<file path="src/rtl/clk_ctrl_pkg.sv">
// clk_ctrl_pkg
//   Shared encodings for the CPU clock/step controller: FSM state codes,
//   MODE input codes, the default clock divisor and a helper that maps a
//   MODE value onto the FSM state it requests.
package clk_ctrl_pkg;

  typedef logic [1:0] state_t;
  typedef logic [1:0] mode_t;

  localparam state_t S_HALT = 2'b00;
  localparam state_t S_RUN  = 2'b01;
  localparam state_t S_STEP = 2'b10;
  localparam state_t S_FIRE = 2'b11;

  localparam mode_t MODE_HALT = 2'b00;
  localparam mode_t MODE_RUN  = 2'b01;
  localparam mode_t MODE_STEP = 2'b10;

  localparam logic [31:0] CLK_DEFAULT_DIV = 32'd50_000_000;

  // MODE 2'b11 is reserved and behaves like HALT.
  function automatic state_t mode_to_state(input mode_t mode);
    case (mode)
      MODE_RUN:  mode_to_state = S_RUN;
      MODE_STEP: mode_to_state = S_STEP;
      default:   mode_to_state = S_HALT;
    endcase
  endfunction

endpackage

</file>
<file path="src/rtl/btn_debounce.sv">
// btn_debounce
//   Synchronises a raw push-button into the clock domain, accepts a new
//   level only after it has been seen for DEBOUNCE_CYC consecutive cycles,
//   and emits a one-cycle pulse when a rising level is accepted.
// Ports:
//   clk        - system clock, rising edge
//   rst_n      - asynchronous active-low reset
//   btn_raw    - raw asynchronous button input
//   rise_pulse - one-cycle pulse on each accepted press
module btn_debounce #(
  parameter int DEBOUNCE_CYC = 1_000_000
) (
  input  logic clk,
  input  logic rst_n,
  input  logic btn_raw,
  output logic rise_pulse
);

  localparam int CNT_W = (DEBOUNCE_CYC > 1) ? $clog2(DEBOUNCE_CYC) : 1;
  localparam logic [CNT_W-1:0] CNT_LAST = CNT_W'(DEBOUNCE_CYC - 1);

  logic             sync1_q, sync1_d;
  logic             sync2_q, sync2_d;
  logic             level_q, level_d;
  logic [CNT_W-1:0] cnt_q, cnt_d;
  logic             rise_q, rise_d;

  // cnt_q counts consecutive samples that disagree with the accepted level;
  // any agreeing sample restarts the count, so short glitches never land.
  always_comb begin
    sync1_d = btn_raw;
    sync2_d = sync1_q;
    level_d = level_q;
    cnt_d   = '0;
    rise_d  = 1'b0;
    if (sync2_q != level_q) begin
      if (cnt_q == CNT_LAST) begin
        level_d = sync2_q;
        rise_d  = sync2_q;
      end else begin
        cnt_d = cnt_q + CNT_W'(1);
      end
    end
  end

  always_ff @(posedge clk or negedge rst_n) begin
    if (!rst_n) begin
      sync1_q <= 1'b0;
      sync2_q <= 1'b0;
      level_q <= 1'b0;
      cnt_q   <= '0;
      rise_q  <= 1'b0;
    end else begin
      sync1_q <= sync1_d;
      sync2_q <= sync2_d;
      level_q <= level_d;
      cnt_q   <= cnt_d;
      rise_q  <= rise_d;
    end
  end

  assign rise_pulse = rise_q;

endmodule

</file>
<file path="src/rtl/clk_step_ctrl.sv">
// clk_step_ctrl
//   Clock-enable generator for a teaching CPU. In RUN it produces a TICK
//   every divisor+1 cycles, in STEP it produces one TICK per debounced
//   button press, in HALT it produces none. CLK_OUT is a square wave that
//   toggles on every TICK. The divisor can be reloaded at run time.
// Ports:
//   CLK_IN   - system clock, rising edge
//   RST_N    - asynchronous active-low reset
//   MODE     - 00 HALT, 01 RUN, 10 STEP, 11 HALT
//   STEP_BTN - raw push-button for single stepping
//   DIV_VAL  - new divisor value
//   DIV_LOAD - one-cycle request to latch DIV_VAL
//   DIV_ACK  - one-cycle pulse when the latched divisor becomes active
//   TICK     - one-cycle clock enable for the CPU datapath
//   CLK_OUT  - divided square clock
//   STATE    - current FSM state
module clk_step_ctrl
  import clk_ctrl_pkg::*;
#(
  parameter logic [31:0] DEFAULT_DIV  = CLK_DEFAULT_DIV,
  parameter int          DEBOUNCE_CYC = 1_000_000
) (
  input  logic        CLK_IN,
  input  logic        RST_N,
  input  logic [1:0]  MODE,
  input  logic        STEP_BTN,
  input  logic [31:0] DIV_VAL,
  input  logic        DIV_LOAD,
  output logic        DIV_ACK,
  output logic        TICK,
  output logic        CLK_OUT,
  output logic [1:0]  STATE
);

  state_t      state_q, state_d;
  logic [31:0] cnt_q, cnt_d;
  logic [31:0] div_q, div_d;
  logic [31:0] shadow_q, shadow_d;
  logic        pending_q, pending_d;
  logic        clk_out_q, clk_out_d;
  logic        step_pulse;
  logic        wrap;
  logic        tick;
  logic        apply;

  btn_debounce #(
    .DEBOUNCE_CYC(DEBOUNCE_CYC)
  ) u_debounce (
    .clk       (CLK_IN),
    .rst_n     (RST_N),
    .btn_raw   (STEP_BTN),
    .rise_pulse(step_pulse)
  );

  // TICK and DIV_ACK depend only on registered state, so an asynchronous
  // reset drops them immediately, including in the middle of an S_FIRE cycle.
  // While running, a pending divisor waits for the wrap so the period in
  // progress finishes with the old value; otherwise it applies at once.
  always_comb begin
    wrap  = (state_q == S_RUN) && (cnt_q == div_q);
    tick  = wrap || (state_q == S_FIRE);
    apply = pending_q && ((state_q != S_RUN) || wrap);
  end

  // A step is only taken if the press arrives while parked in S_STEP and
  // MODE still asks for stepping; presses seen elsewhere are dropped.
  always_comb begin
    state_d = mode_to_state(MODE);
    if ((state_q == S_STEP) && (MODE == MODE_STEP) && step_pulse) begin
      state_d = S_FIRE;
    end
  end

  // The counter only advances in S_RUN, holding its value otherwise so RUN
  // resumes mid-period. Applying a divisor always restarts the period.
  // A load on the same cycle as an application leaves the new value pending
  // because application reads the shadow value from before the load.
  always_comb begin
    cnt_d = cnt_q;
    if (state_q == S_RUN) begin
      cnt_d = wrap ? '0 : cnt_q + 32'd1;
    end
    if (apply) begin
      cnt_d = '0;
    end

    div_d     = apply ? shadow_q : div_q;
    shadow_d  = DIV_LOAD ? DIV_VAL : shadow_q;
    pending_d = DIV_LOAD ? 1'b1 : (apply ? 1'b0 : pending_q);
    clk_out_d = clk_out_q ^ tick;
  end

  always_ff @(posedge CLK_IN or negedge RST_N) begin
    if (!RST_N) begin
      state_q   <= S_HALT;
      cnt_q     <= '0;
      div_q     <= DEFAULT_DIV;
      shadow_q  <= '0;
      pending_q <= 1'b0;
      clk_out_q <= 1'b0;
    end else begin
      state_q   <= state_d;
      cnt_q     <= cnt_d;
      div_q     <= div_d;
      shadow_q  <= shadow_d;
      pending_q <= pending_d;
      clk_out_q <= clk_out_d;
    end
  end

  assign TICK    = tick;
  assign DIV_ACK = apply;
  assign CLK_OUT = clk_out_q;
  assign STATE   = state_q;

endmodule

</file>
<file path="config.mk">
export PLATFORM = sky130hd
export DESIGN_NAME = clk_step_ctrl
export DESIGN_NICKNAME = d
export VERILOG_FILES = /design/src/rtl/clk_ctrl_pkg.sv /design/src/rtl/btn_debounce.sv /design/src/rtl/clk_step_ctrl.sv
export SDC_FILE = /design/constraint.sdc
export NUM_CORES = 1
export LEC_CHECK = 0
export CORE_MARGIN = 3
export CORE_UTILIZATION = 50
export DETAILED_ROUTE_END_ITERATION = 10
export GPL_TIMING_DRIVEN = 0
export HOLD_SLACK_MARGIN = 0.15
export PLACE_DENSITY = 0.7
export SLEW_MARGIN = 20
export SYNTH_ARGS = -nofsm -noshare
export SYNTH_HDL_FRONTEND = slang
export SYNTH_SLANG_ARGS = --single-unit
</file>
<file path="constraint.sdc">
create_clock -name CLK_IN -period 5.25 [get_ports CLK_IN]
set_input_delay 1.05 -clock CLK_IN [delete_from_list [all_inputs] [get_ports CLK_IN]]
set_output_delay 1.05 -clock CLK_IN [all_outputs]
set_load 0.02 [all_outputs]
</file>
==> summary.txt, run 1 <==
Logic synthesis
  • Synth Warn #: 0
  • Synth Area per Inst: ~12 um^2
  • Most frequent cells after synthesis: 112 x dfrtp_1, 38 x xnor2_1, 36 x mux2_2, 34 x nand3_1, 33 x nand2_1
  • Synth area leaders: dfrtp_1 47%, mux2_4 7.4%, mux2_2 6.9%, xnor2_1 5.6%, dfstp_2 5.3%
  • Count leader, synth: dfrtp_1
  • Syn Inst Count: 498
  • Largest area contributor in the netlist: dfrtp_1
  • Synthesized net count: 538
  • Yosys top cell area share: 0.4750
  • Primary FF master, synth: dfrtp_1
  • Cell variety after synth: 45
  • Cell area after synthesis: 5901 um^2
  • Asr flop ratio synth: 1.000
  • Post-synth EDFFs: 0
  • Sequential fraction of the synthesis area: 0.5284
  • Flop and latch count out of synthesis: ~120

Global route
  • Maximum number of pins on one net before global-route repair: 74
  • Grt total ovfl: 0
  • GRT Resource Usage Total: 0.2109
  • First-pass GRT wire length: 21.27 mm
  • Vias in the first global route: 4241
  • Initial antenna violation count: 0

Pwr
  • Clock group share of total power: 0.467
  • Pwr per Cell Area: roughly 370 nW/um^2
  • Comb pwr share: 0.110
  • Static Leak: 2.982 nW
  • Max IR drop VDD: 0.2973 mV
  • Sw Ratio: 0.2206
  • P_sw: around 0.58 mW
  • Int Pwr: 2.051 mW
  • Sequential share of power: 0.423

CTS
  • Clock-pin transition on the worst setup and hold timing paths: 0.05 ns
  • # Post-CTS Setup Buffers: 0
  • Post-CTS resize count: 0
  • CTS tree: done
  • Skew-Pair Late Insertion Delay: 0.42 ns
  • Root Buffer: clkbuf_16
  • Max clock buf depth: 2
  • Cts hold-fix bufs: 0
  • H-tree lvl count: 4
  • CTS buffer count: 17
  • Number of clock sinks: 124

Floorplan
  • Initial Utilization: 0.5146
  • Die width: 114.6 um
  • Die area: approximately 13000 um^2
  • Row Count: 39
  • DIE HEIGHT: 114.6 um
  • Num ports: 43
  • Core area: 11470 um^2

Worst hold path
  • Hold endpoint: u_debounce.sync2_q$_DFF_PN0_
  • Hold_sp: u_debounce.sync1_q$_DFF_PN0_
  • Worst Hold Class: reg2reg
  • Hold depth: 0

Setup path
  • Crit path max fanout: 10
  • CP arrival: 3.12 ns
  • Worst R2R End: cnt_q[22]$_DFFE_PN0P_
  • R2r startpoint: cnt_q[1]$_DFFE_PN0P_
  • Critical Path End Type: output pin
  • WS Path Type: reg2out
  • WP data required: 4.20 ns
  • Reg2Reg Setup Slack: 2.63 ns
  • Worst Reg-to-Reg Cells: 7
  • Startpoint types: flop

Run status
  • Status: finished clean

Place
  • # port buffers: 41
  • Post-DP HPWL: ~8.5 mm
  • Final Wtd Congestion: 0.8904
  • Placed Area: approximately 6500 um^2
  • Dpl cells: 683

STA
  • Final hold vios: 0
  • Post-route clock period utilization: 0.7950
  • Worst-margin pin slew: 0.7344 ns
  • Setup Viol. Count Final: 0
  • Fin crit period: 4.174 ns
  • Max Freq: 239.6 MHz
  • Slew margin rel.: 0.5104
  • Fin. max-slew vios: 0
  • RSZ-0062 raised after global routing: false
  • Clk_skew: 0.006623 ns
  • Total negative slack: 0 ns

Detailed routing
  • Initial DRC Count: 282
  • DRC errors left: 0
  • Routed wire length: between 10 and 15 mm
  • Routed WL per cell: between 15 and 20 um
  • Via count: 4024
  • Vias per std cell: 5.628
  • Antenna viol nets, final: 0
  • Drt pass-1 iters: 5

Layout
  • Layout Cells excl Fill: 715
  • # fillers: 883
  • Layout cells sized above 1: 0.2150
  • Multi-input gate area: 2634 um^2
  • Layout net count: roughly 600
  • Core Util, Final: 0.6226
  • Ant diodes: 0
  • Fin area: 7139 um^2
  • Register area: 3118 um^2
  • Area grow syn2layout: 20.99%

Run
  • # Max-Cap Violations: 0
cells by family after synthesis:
family / share of synthesized area
mux: 0.1595
compound gates: 0.05513
flops: 0.5284
fa+ha+maj: 0.004240
xor+xnor: 0.08015
simple gates: 0.1474
buf+inv: 0.02523
flip-flops by register name (all words and copies together) (netlist names), 2 cells and up:
register          flops
STATE                 2
shadow_q             32
div_q                32
u_debounce.cnt_q     20
cnt_q                32
power groups by stage:
stage                     clock [mW]  sequential (mW)  combinational, mW
after floorplan                    0             1.11              0.189
after global placement             0             1.13              0.281
after detailed placement           0             1.13              0.290
after CTS                       1.25             1.12              0.293
after global routing            1.29             1.12              0.315
final                           1.23             1.11              0.289
through the flow:
step	power (mW)	hold WS, ns	worst slack, ns
global placement	1.408	0.3341	-1.596
floorplan	1.302	0.3312	2.399
global route	2.734	0.3629	0.9052
detailed placement	1.419	0.3458	1.529
CTS	2.657	0.3575	1.054
finish	2.632	0.3530	1.076
worst max-delay path by stage:
stage,cells past startpoint,from,slack (ns),endpoint
4_1_cts,9,cnt_q[1]$_DFFE_PN0P_,1.05,DIV_ACK
6_report,9,cnt_q[1]$_DFFE_PN0P_,1.08,DIV_ACK
3_3_place_gp,1,RST_N,-1.60,shadow_q[11]$_DFFE_PN0P_
5_1_grt,10,cnt_q[20]$_DFFE_PN0P_,0.91,DIV_ACK
2_1_floorplan,8,div_q[22]$_DFFE_PN1P_,2.40,DIV_ACK
3_5_place_dp,9,cnt_q[1]$_DFFE_PN0P_,1.53,DIV_ACK
critical path, stage by stage, from the launching register on:
cell,delay (ns)
dfrtp_1,0.44
xnor2_1,0.23
nand4_1,0.21
nor4_2,0.50
and2_1,0.19
buf_4,0.17
o21ai_4,0.12
buf_6,0.20
inv_1,0.06
clkdlybuf4s50_1,0.59
cell usage in the layout (no fill, tap or decap), types with 5 or more instances in the layout:
cell type / Yosys / layout
a21o_1: 5 / 5
a21oi_1: 15 / 15
a22o_1: 5 / 5
and3_1: 9 / 9
buf_2: 5 / 5
clkbuf_1: 14 / 19
clkbuf_16: 0 / 17
clkdlybuf4s50_1: 0 / 40
dfrtp_1: 112 / 112
dfstp_2: 12 / 12
inv_1: 8 / 8
mux2_2: 36 / 36
mux2_4: 29 / 29
mux2i_1: 10 / 10
nand2_1: 33 / 33
nand3_1: 34 / 34
nand4_1: 19 / 19
nor2_1: 30 / 30
o21ai_0: 8 / 8
o311ai_0: 5 / 5
xnor2_1: 38 / 38
xor2_1: 16 / 16
cell type report:
cell class | count | area share
plain buffers | 23 | 0.01665
inverters | 8 | 0.004206
multi-input cells | 343 | 0.3689
clock inverters | 7 | 0.01893
well taps | 143 | 0.02506
clock buffers | 25 | 0.06800
repair buffers | 42 | 0.06151
flip-flops and latches | 124 | 0.4367
metal layers:
metal,vias up,share of wire,global-route usage
met5,-,0,0
met4,0,0.021,0.09818
met3,19,0.052,0.05867
met2,105,0.50,0.3318
met1,2007,0.42,0.2707
li1,1893,-,-
(Power assumes the default switching activity.)
==> inputs of run 2 (changes only) <==
Clock period 5.25 ns to 3.85 ns, I/O delays scaled along.
==> run 2 against run 1 <==
  * Die area is the same
  * Global-route usage up 0.056 points
  * Sequential power is 37% higher
  * Final area grew 0.49%
  * Routed wire length is 0.65% higher
  * Register-to-register slack worse by 1.4 ns
  * Final cell count grew 0.14%
  * First-iteration DRC count up 5.3%
  * Worst setup slack got worse by 0.85 ns
  * Clock power increased by 37%
==> summary.txt, run 2 (synthesis results as in run 1) <==
Layout
  • Leading cell type in the layout, fill and taps excluded: dfrtp_1
  • # fillers: just under 900
  • Layout cells sized above 1: 0.2182
  • Area grow syn2layout: 21.59%
  • Commonest cells after routing, fill and taps aside: 112 x dfrtp_1, 39 x clkdlybuf4s50_1, 37 x xnor2_1
  • Ant diodes: 0
  • Layout net count: 600
  • Biggest regs: cnt_q (32), div_q (32), shadow_q (32)
  • Core Util, Final: 0.6256
  • Register area: 3118 um^2
  • Multi-input gate area: 2659 um^2

Pwr
  • Sw Ratio: 0.2214
  • Clock group share of total power: 0.466
  • Pwr per Cell Area: around 500 nW/um^2
  • P_sw: 0.7958 mW
  • Max IR drop VDD: 0.4048 mV
  • Int Pwr: 2.798 mW
  • Sequential share of power: 0.423
  • Comb pwr share: 0.111
  • Static Leak: 3.027 nW

Global route
  • Vias in the first global route: 4257
  • Maximum number of pins on one net before global-route repair: 74
  • Initial antenna violation count: 0
  • GRT Resource Usage Total: 0.2115
  • Grt total ovfl: 0
  • First-pass GRT wire length: 21.31 mm

CTS
  • H-tree lvl count: 4
  • CTS tree: done
  • Number of clock sinks: 124
  • Clock-pin transition on the worst setup and hold timing paths: approximately 0.050 ns
  • Cts hold-fix bufs: 0
  • Root Buffer: clkbuf_16
  • CTS buffer count: 17
  • Max clock buf depth: 2
  • Skew-Pair Late Insertion Delay: 0.42 ns

STA
  • Hold Slack: 0.3026 ns
  • Post-route clock period utilization: 0.9409
  • Fin crit period: 3.623 ns
  • Clk_skew: 0.006988 ns
  • RSZ-0062 raised after global routing: false
  • Fin. max-slew vios: 0
  • Setup Viol. Count Final: 0
  • Worst-margin pin slew: roughly 0.75 ns
  • Max Freq: 276.0 MHz
  • Slew margin rel.: 0.4988
  • Final hold vios: 0

Detailed routing
  • Via count: 4050
  • Routed wire length: 12.49 mm
  • Vias per std cell: 5.656
  • Antenna viol nets, final: 0
  • Routed WL per cell: roughly 17 um
  • Initial DRC Count: between 200 and 300
  • DRC errors left: 0
  • Drt pass-1 iters: 7

Floorplan
  • Die area: roughly 13000 um^2
  • Core area: about 11000 um^2
  • DIE HEIGHT: 114.6 um
  • Die width: around 110 um
  • Num ports: 43
  • Row Count: 39
  • Initial Utilization: 0.5146

Setup path
  • WS Path Type: reg2out
  • WP data required: 3.08 ns
  • Crit path max fanout: 7
  • Critical Path End Type: output pin
  • CP arrival: approximately 2.9 ns
  • Startpoint types: flop

Run
  • # Max-Cap Violations: 0

Place
  • Post-DP HPWL: 8.508 mm
  • Final Wtd Congestion: slightly below 0.9
  • # port buffers: 41

Worst hold path
  • Worst Hold Class: in2async

Run status
  • Status: finished clean
==> run 2: routing by layer <==
metal,global-route usage,routed length [um],up-vias
met2,0.3295,6178,106
met3,0.05603,662,30
met5,0,0,-
met4,0.1116,398,0
li1,-,-,1903
met1,0.2704,5247,2011
==> run 2: per-stage QoR <==
step	total power [mW]	setup WS [ns]	setup TNS (ns)	instances	area (um^2)
finish	3.594	0.2274	0	716	7174
global route	3.732	0.1122	0	716	7174
CTS	3.626	0.03224	0	715	7157
detailed placement	1.935	0.4093	0	683	6519
global placement	1.920	-2.716	-317.68	682	6490
floorplan	1.776	1.279	0	498	5901
==> run 2: area by class of cell <==
cell class / instances / share of cell area
sequential: 124 / 0.4346
tap: 143 / 0.02494
clock inverter: 7 / 0.01884
clock buffer: 25 / 0.06767
inverter: 8 / 0.004186
timing repair buffer: 43 / 0.06261
multi-input combinational: 343 / 0.3706
buffer: 23 / 0.01657
==> run 2: power by group through the flow <==
stage / clock (mW) / combinational, mW / sequential [mW]
2_1_floorplan: 0 / 0.258 / 1.52
3_3_place_gp: 0 / 0.383 / 1.54
3_5_place_dp: 0 / 0.395 / 1.54
4_1_cts: 1.70 / 0.403 / 1.52
5_1_grt: 1.76 / 0.434 / 1.53
6_report: 1.68 / 0.398 / 1.52
==> run 2: worst max-delay path, cell delays in order, from the launching register on <==
cell	delay (ns)
dfrtp_1	0.43
xnor2_1	0.22
nand4_1	0.25
nor4_4	0.40
and2_1	0.17
buf_4	0.17
o21a_1	0.16
clkdlybuf4s50_1	0.61
==> run 2: final timing paths <==
kind	startpoint	end	slack, ns	depth (start not counted)
worst max register to register	cnt_q[9]$_DFFE_PN0P_	cnt_q[22]$_DFFE_PN0P_	1.19	8
worst max-delay path	cnt_q[9]$_DFFE_PN0P_	TICK	0.23	7
max in group asynchronous	RST_N	div_q[7]$_DFFE_PN1P_	2.80	2
worst min register to register	u_debounce.sync1_q$_DFF_PN0_	u_debounce.sync2_q$_DFF_PN0_	0.35	0
min in group CLK_IN	u_debounce.sync1_q$_DFF_PN0_	u_debounce.sync2_q$_DFF_PN0_	0.35	0
worst min-delay path	RST_N	shadow_q[19]$_DFFE_PN0P_	0.30	1
==> run 2: timing repair <==
item,in CTS,in global routing
endpoints found under the setup margin,1,1
pin swaps,1,2
cloned,0,0
resized for setup,2,2
buffers inserted,0,1
==> inputs of run 3 (changes only) <==
Settings changed: MAX_ROUTING_LAYER set to met4, PLACE_DENSITY 0.7 to 0.74.
==> run 3 against run 2 <==
  * Final area decreased by 0.37%
  * Count of clock-buffer cells in the layout decreased by 5
  * Register-to-register slack improved by 0.14 ns
  * Global-route usage increased by 0.33 points
  * Largest cell class unchanged
==> summary.txt, run 3 (synthesis results as in run 1) <==
CTS
  • H-tree lvl count: 4
  • Number of clock sinks: 124
  • CTS buffer count: 17
  • Clock-pin transition on the worst setup and hold timing paths: 0.06 ns
  • Cts hold-fix bufs: 0
  • Skew-Pair Late Insertion Delay: 0.42 ns
  • CTS tree: done
  • Root Buffer: clkbuf_16
  • Max clock buf depth: 2

Layout
  • Commonest cells after routing, fill and taps aside: 112 x dfrtp_1, 39 x clkdlybuf4s50_1, 38 x xnor2_1
  • Layout net count: 601
  • Biggest regs: cnt_q (32), div_q (32), shadow_q (32)
  • Layout Cells excl Fill: just over 700
  • # fillers: 893
  • Ant diodes: 0
  • Area grow syn2layout: 21.14%
  • Leading cell type in the layout, fill and taps excluded: dfrtp_1
  • Layout cells sized above 1: 0.2230

STA
  • Clk_skew: slightly below 0.01 ns
  • Worst-margin pin slew: 0.6939 ns
  • Max Freq: roughly 270 MHz
  • Final worst slack: about 0.13 ns
  • RSZ-0062 raised after global routing: false
  • Setup Viol. Count Final: 0
  • Slew margin rel.: 0.5335
  • Fin crit period: 3.721 ns
  • Final hold vios: 0
  • Fin. max-slew vios: 0
  • Post-route clock period utilization: 0.9664

Global route
  • Grt total ovfl: 0
  • Maximum number of pins on one net before global-route repair: 65
  • GRT Resource Usage Total: 0.2147
  • Initial antenna violation count: 0
  • First-pass GRT wire length: 20.93 mm
  • Vias in the first global route: about 4100

Setup path
  • Reg2Reg Setup Slack: 1.33 ns
  • Worst R2R End: cnt_q[30]$_DFFE_PN0P_
  • CP arrival: 2.95 ns
  • Worst Reg-to-Reg Cells: 7
  • R2r startpoint: div_q[7]$_DFFE_PN1P_
  • Crit path max fanout: 7
  • WP data required: just over 3 ns
  • WS Path Type: reg2out
  • Critical Path End Type: output pin
  • Startpoint types: flop

Floorplan
  • Row Count: 39
  • Initial Utilization: 0.5146
  • DIE HEIGHT: 114.6 um
  • Die width: about 110 um
  • Die area: between 10000 and 15000 um^2
  • Core area: 11470 um^2
  • Num ports: 43

Detailed routing
  • Antenna viol nets, final: 0
  • Routed WL per cell: roughly 18 um
  • Via count: 4026
  • Vias per std cell: approximately 5.6
  • Initial DRC Count: between 200 and 250
  • DRC errors left: 0
  • Drt pass-1 iters: 4
  • Routed wire length: 12.55 mm

Run
  • # Max-Cap Violations: 0

Place
  • # port buffers: 41
  • Final Wtd Congestion: approximately 0.89
  • Pre-CTS WS: 0.3735 ns
  • Dpl cells: around 700
  • Post-DP HPWL: between 8 and 9 mm

Pwr
  • Max IR drop VDD: approximately 0.39 mV
  • Static Leak: 3.001 nW
  • Pwr per Cell Area: 492.8 nW/um^2

Run status
  • Status: finished clean

Worst hold path
  • Worst Hold Class: in2async
-- run 3: cell types whose count changed in the layout (fill, tap and decap cells not counted), sizes merged --
cell	before	now
clkbuf	39	34
bufinv	4	3
buf	12	13
clkinv	3	4
clkinvlp	0	5
-- run 3: layout make-up --
type / count / area [um^2] / area share
Sequential cell: 124 / 3118 / 0.4362
Multi-Input combinational cell: 343 / 2651 / 0.3709
Clock inverter: 12 / 147.6 / 0.02065
Tap cell: 143 / 178.9 / 0.02503
Inverter: 8 / 30.03 / 0.004201
Clock buffer: 20 / 446.7 / 0.06249
Buffer: 23 / 118.9 / 0.01663
Timing Repair Buffer: 44 / 456.7 / 0.06389
-- run 3: worst max path at each step --
stage                                     start  slack, ns                  endpoint
final                      div_q[7]$_DFFE_PN1P_       0.13                      TICK
after global routing       div_q[7]$_DFFE_PN1P_       0.02                      TICK
after CTS                  cnt_q[1]$_DFFE_PN0P_       0.02                   DIV_ACK
after detailed placement   div_q[7]$_DFFE_PN1P_       0.37                   DIV_ACK
after global placement                    RST_N      -2.69  shadow_q[11]$_DFFE_PN0P_
after floorplan           div_q[22]$_DFFE_PN1P_       1.28                   DIV_ACK
-- run 3: per-stage QoR --
stage               TNS (ns)  utilization  total power [mW]  hold slack (ns)  cell area [um^2]
CTS                        0       0.6218             3.551           0.3411              7131
global placement     -314.30       0.5660             1.924           0.3361              6490
finish                     0       0.6234             3.522           0.3323              7148
detailed placement         0       0.5685             1.943           0.3355              6519
global route               0       0.6234             3.655           0.3616              7148
floorplan                  0            -             1.776           0.3312              5901
-- run 3: repair_timing --
action                     in CTS  in global routing
gates resized for setup         2                  1
setup endpoints to repair       1                  1
pin swaps                       1                  3
setup buffers                   0                  2
-- run 3: critical path, stage by stage (launching register included) --
cell	delay (ns)
dfstp_2	0.55
xnor2_1	0.20
nand4_1	0.26
nor4_4	0.41
and2_1	0.17
buf_4	0.16
o21a_1	0.16
clkdlybuf4s50_1	0.62
-- run 3: power breakdown --
group / internal (mW) / total [mW] / switching, mW / leakage, nW
logic: 0.233 / 0.399 / 0.166 / 1.16
clock network: 1.03 / 1.60 / 0.573 / 0.278
registers: 1.43 / 1.52 / 0.0896 / 1.56
total: 2.69 / 3.52 / 0.829 / 3.00
-- run 3: routing by layer --
metal / vias to the layer above / global-route usage / wire, um
li1: 1903 / - / -
met1: 1999 / 0.2778 / 5608
met2: 105 / 0.3252 / 6060
met3: 19 / 0.05285 / 672
met4: 0 / 0.08709 / 212
met5: - / - / 0
